==> config.mk <==
export PLATFORM = sky130hd
export DESIGN_NAME = barrel_shift_arbiter
export DESIGN_NICKNAME = d
export VERILOG_FILES = /design/src/rtl/barrel_shift_arbiter.sv
export SDC_FILE = /design/constraint.sdc
export NUM_CORES = 1
export LEC_CHECK = 0
export BUFFER_PORTS_ARGS = -buffer_cell sky130_fd_sc_hd__buf_2
export CORE_MARGIN = 3
export CORE_UTILIZATION = 45
export CTS_CLUSTER_DIAMETER = 80
export DETAILED_ROUTE_END_ITERATION = 16
export PLACE_DENSITY_LB_ADDON = 0.15
export SLEW_MARGIN = 20
export SYNTH_ARGS = -nofsm -noshare
export SYNTH_HDL_FRONTEND = slang
export SYNTH_SLANG_ARGS = --single-unit
==> constraint.sdc <==
create_clock -name clk -period 4.1 [get_ports clk]
set_clock_uncertainty 0.2 [all_clocks]
set_input_delay 0.205 -clock clk [delete_from_list [all_inputs] [get_ports clk]]
set_output_delay 0.205 -clock clk [all_outputs]
set_load 0.005 [all_outputs]
==> src/rtl/barrel_shift_arbiter.sv <==
// Two-requester arbiter that feeds a 4-bit logical right shifter into a one-deep result register.
// Define BSH_ARB_RR_EN for round-robin arbitration; the default build uses fixed priority with requester 0 first.
module barrel_shift_arbiter (
   input  logic       clk,
   input  logic       rst,
   input  logic       req0_valid,
   input  logic [3:0] req0_d,
   input  logic [1:0] req0_s,
   output logic       req0_ready,
   input  logic       req1_valid,
   input  logic [3:0] req1_d,
   input  logic [1:0] req1_s,
   output logic       req1_ready,
   output logic       res_valid,
   output logic [3:0] res_y,
   output logic       res_id,
   input  logic       res_ready,
   output logic [7:0] done_cnt
);

   typedef enum logic {IDLE, HOLD} state_t;

   state_t     state;
   state_t     state_nx;
   logic       grant0;
   logic       grant1;
   logic       accept_ok;
   logic       accept;
   logic [3:0] gd;
   logic [1:0] gs;

`ifdef BSH_ARB_RR_EN
   // prio = 1 means requester 1 wins the next contention
   logic prio;

   always_comb begin
      grant0 = 1'b0;
      grant1 = 1'b0;
      if (prio) begin
         grant1 = req1_valid;
         grant0 = req0_valid & ~req1_valid;
      end else begin
         grant0 = req0_valid;
         grant1 = req1_valid & ~req0_valid;
      end
   end

   always_ff @(posedge clk) begin
      if (rst)
         prio <= 1'b0;
      else if (accept)
         prio <= grant0;
   end
`else
   assign grant0 = req0_valid;
   assign grant1 = req1_valid & ~req0_valid;
`endif

   assign accept_ok  = (state == IDLE) | ((state == HOLD) & res_ready);
   assign req0_ready = grant0 & accept_ok & ~rst;
   assign req1_ready = grant1 & accept_ok & ~rst;
   assign accept     = req0_ready | req1_ready;
   assign gd         = grant1 ? req1_d : req0_d;
   assign gs         = grant1 ? req1_s : req0_s;
   assign res_valid  = (state == HOLD);

   always_comb begin
      state_nx = state;
      unique case (state)
         IDLE: if (accept) state_nx = HOLD;
         HOLD: if (res_ready & ~accept) state_nx = IDLE;
         default: state_nx = IDLE;
      endcase
   end

   always_ff @(posedge clk) begin
      if (rst) begin
         state    <= IDLE;
         res_y    <= 4'b0000;
         res_id   <= 1'b0;
         done_cnt <= 8'd0;
      end else begin
         state <= state_nx;
         if (accept) begin
            res_y  <= gd >> gs;
            res_id <= grant1;
         end
         if (res_valid & res_ready)
            done_cnt <= done_cnt + 8'd1;
      end
   end

endmodule

==> reports/metrics.cfg <==
[worst_setup_path]
r2r_start = res_valid
reg2reg_slack_ps = 2300
crit_path_top_delay_cell = dlygate4sd3_1
worst_r2r_path_depth = 4
critPathMaxFanout = 6
startpoint = req0_valid
arrival_ps = 2100
crit_path_end_kind = register
r2r_end = res_y[2]
cp-start-kind = input pin
crit_end = res_y[2]
crit_cells = 6
cp_top_family = simple AND/OR/NAND/NOR gates
crit_path_cell_trace = dlygate4sd3_1, buf_2, nand2b_1, a21boi_1, or4b_1, a21oi_1
crit_buf_inv = 2
worstSetupPathType = input pin to register
crit_path_max_incr_delay_ps = 530
crit_required_ps = 4130

[place]
gp_congestion = 0.744
place_area_um2 = 926
numPortBuffers = 32
place_hpwl_um = 1410

[cts]
root_buffer = clkbuf_4
cts_made_buffers = 3
h-tree-depth = 1
clock_sinks = 14
clk_latency_ps = 290
cts_tree = built
clk_pin_slew_ps = 100
clk_path_buf_depth = 2

[drt]
num_vias = 707
drc_errors = 0
final_antenna_net_count = 0
via_per_inst = 5.24
first_pass_iters = 4
wl_per_cell_um = 13.2
wl_um = 1790
drt-initial-drc-count = 13

[power_and_ir_drop]
p_per_area_nw_per_um2 = 307
total_power_uw = 299
irDropWorstVdd_v = 0.000208
leakage_uw = 0.000458

[global_route]
grt_pass1_wl_um = 2740
overflow = 0
grt_pass1_vias = 630
grt.total_usage = 0.181
grt_max_degree = 17
antenna_found_initial = 0

[worst_hold_path]
worstHoldPathType = input pin to register

[finish]
layout-drive-gt1-share = 0.328
fill_cells = 149
area_delta_synth_final_pct = 28.4
finalInstanceArea_um2 = 972
fin_nets = 138
n_antenna_cell = 0
final_common_cell = buf_2
final_cell_mix = 32 x buf_2, 15 x nor2_1, 14 x dfxtp_1

[logic_synthesis]
ys_warn_count = 0
syn_inst = 85
syn_nets = 103
ys_seq_area_frac = 0.370
synth_edf_count = 0
postSynth.asyncResetShare = 0
ys_types = 30
ys.flop_type = dfxtp_1
synth.ff_latch_count = 14
syn_area_um2 = 757
yosys.area.top_type_share = 0.370
synth.top_cells.by_area = dfxtp_1 37%, mux2i_1 9.3%, nor2_1 7.4%
yosysTopAreaCell = dfxtp_1
avgSynthCellArea_um2 = 8.91

[timing]
worst_pin_slew_ps = 538
fin_tns_setup_ps = 0
min_period_ps = 2070
final_hold_viol_count = 0
fin_crit_sh = 0.506
report.final.slew_viol_count = 0
rsz0062_at_grt = false
finalSetupViolCount = 0
maxSlewHeadroom = 0.639
max_freq_mhz = 482

[floorplan]
die_h_um = 47.0
design.core.area_um2 = 1540
chipWidth_um = 47.0
ios = 33
rows = 14
fp.dieArea_um2 = 2210
start_util = 0.491

[outcome]
status = finished clean

[job]
maxCapViolCount = 0

[routing by layer]
layer  vias up  GRT usage  wire length [um]
li1        375          -                 -
met2        21      0.274               817
met5         -          0                 0
met3         4     0.0383               100
met4         0     0.0663                25
met1       307      0.252               843
[layout make-up]
class / instances / area, um2 / share of cell area
clock buffers: 4 / 36.3 / 0.0373
repair buffers: 33 / 170 / 0.175
multi-input cells: 67 / 462 / 0.475
inverters: 1 / 3.75 / 0.00386
well taps: 16 / 20.0 / 0.0206
flip-flops and latches: 14 / 280 / 0.288
[cell usage after synthesis, drive strengths merged, types with 2 or more instances]
master,count
dfxtp,14
xor2,6
a21oi,4
nor2,15
nand2,3
a211oi,2
nand4,5
mux2i,7
clkbuf,3
nor2b,2
mux2,2
o211ai,4
nand2b,3
[how the worst min path moves through the flow]
stage / from / end / slack, ps / depth (start not counted)
after global placement: res_y[2] / res_y[2] / 250 / 2
final: rst / done_cnt[4] / 60 / 2
after detailed placement: res_y[3] / res_y[3] / 250 / 2
after CTS: rst / done_cnt[4] / 50 / 2
after floorplan: rst / res_valid / 70 / 1
after global routing: rst / done_cnt[7] / 70 / 2
[state kept, by name, indices dropped and copies added, names as in the netlist]
signal     count
res_id         1
res_y          4
res_valid      1
done_cnt       8
[worst register-to-register path, delay by kind of cell, from the launching register on]
kind / cells / cell delay (ps)
AO/OA/AOI/OAI: 1 / 130
flip-flops: 1 / 350
AND/OR/NAND/NOR: 3 / 1060
[logic make-up (layout without fill, tap and decap cells)]
| group | Yosys count | in the layout | synth area share |
|---|---|---|---|
| AO/OA/AOI/OAI | 13 | 13 | 0.114 |
| XOR/XNOR | 7 | 7 | 0.0810 |
| adder cells (fa/ha/maj) | 1 | 1 | 0.0165 |
| buffers and inverters | 4 | 38 | 0.0198 |
| flip-flops | 14 | 14 | 0.370 |
| multiplexers | 9 | 9 | 0.122 |
| AND/OR/NAND/NOR | 37 | 37 | 0.276 |
[what timing repair did]
item | in CTS | in global routing
endpoints found under the hold margin | 1 | 0
hold buffers | 1 | 0
buffers inserted | 0 | 0
gates resized for setup | 0 | 0
[power by group]
group	switching, uW	total, uW	internal (uW)
Sequential	3.98	145	141
Clock	48.8	103	54.1
Combinational	25.9	51.0	25.1
[stage by stage]
step                utilization  worst slack [ps]  hold slack, ps  instances
floorplan                     -              2390            74.1         85
global placement          0.601              2370             254        130
detailed placement        0.601              2290             246        130
global route              0.631              1940            66.6        135
finish                    0.631              2030            56.9        135
CTS                       0.631              2030            54.5        135
(Power assumes the default switching activity.)
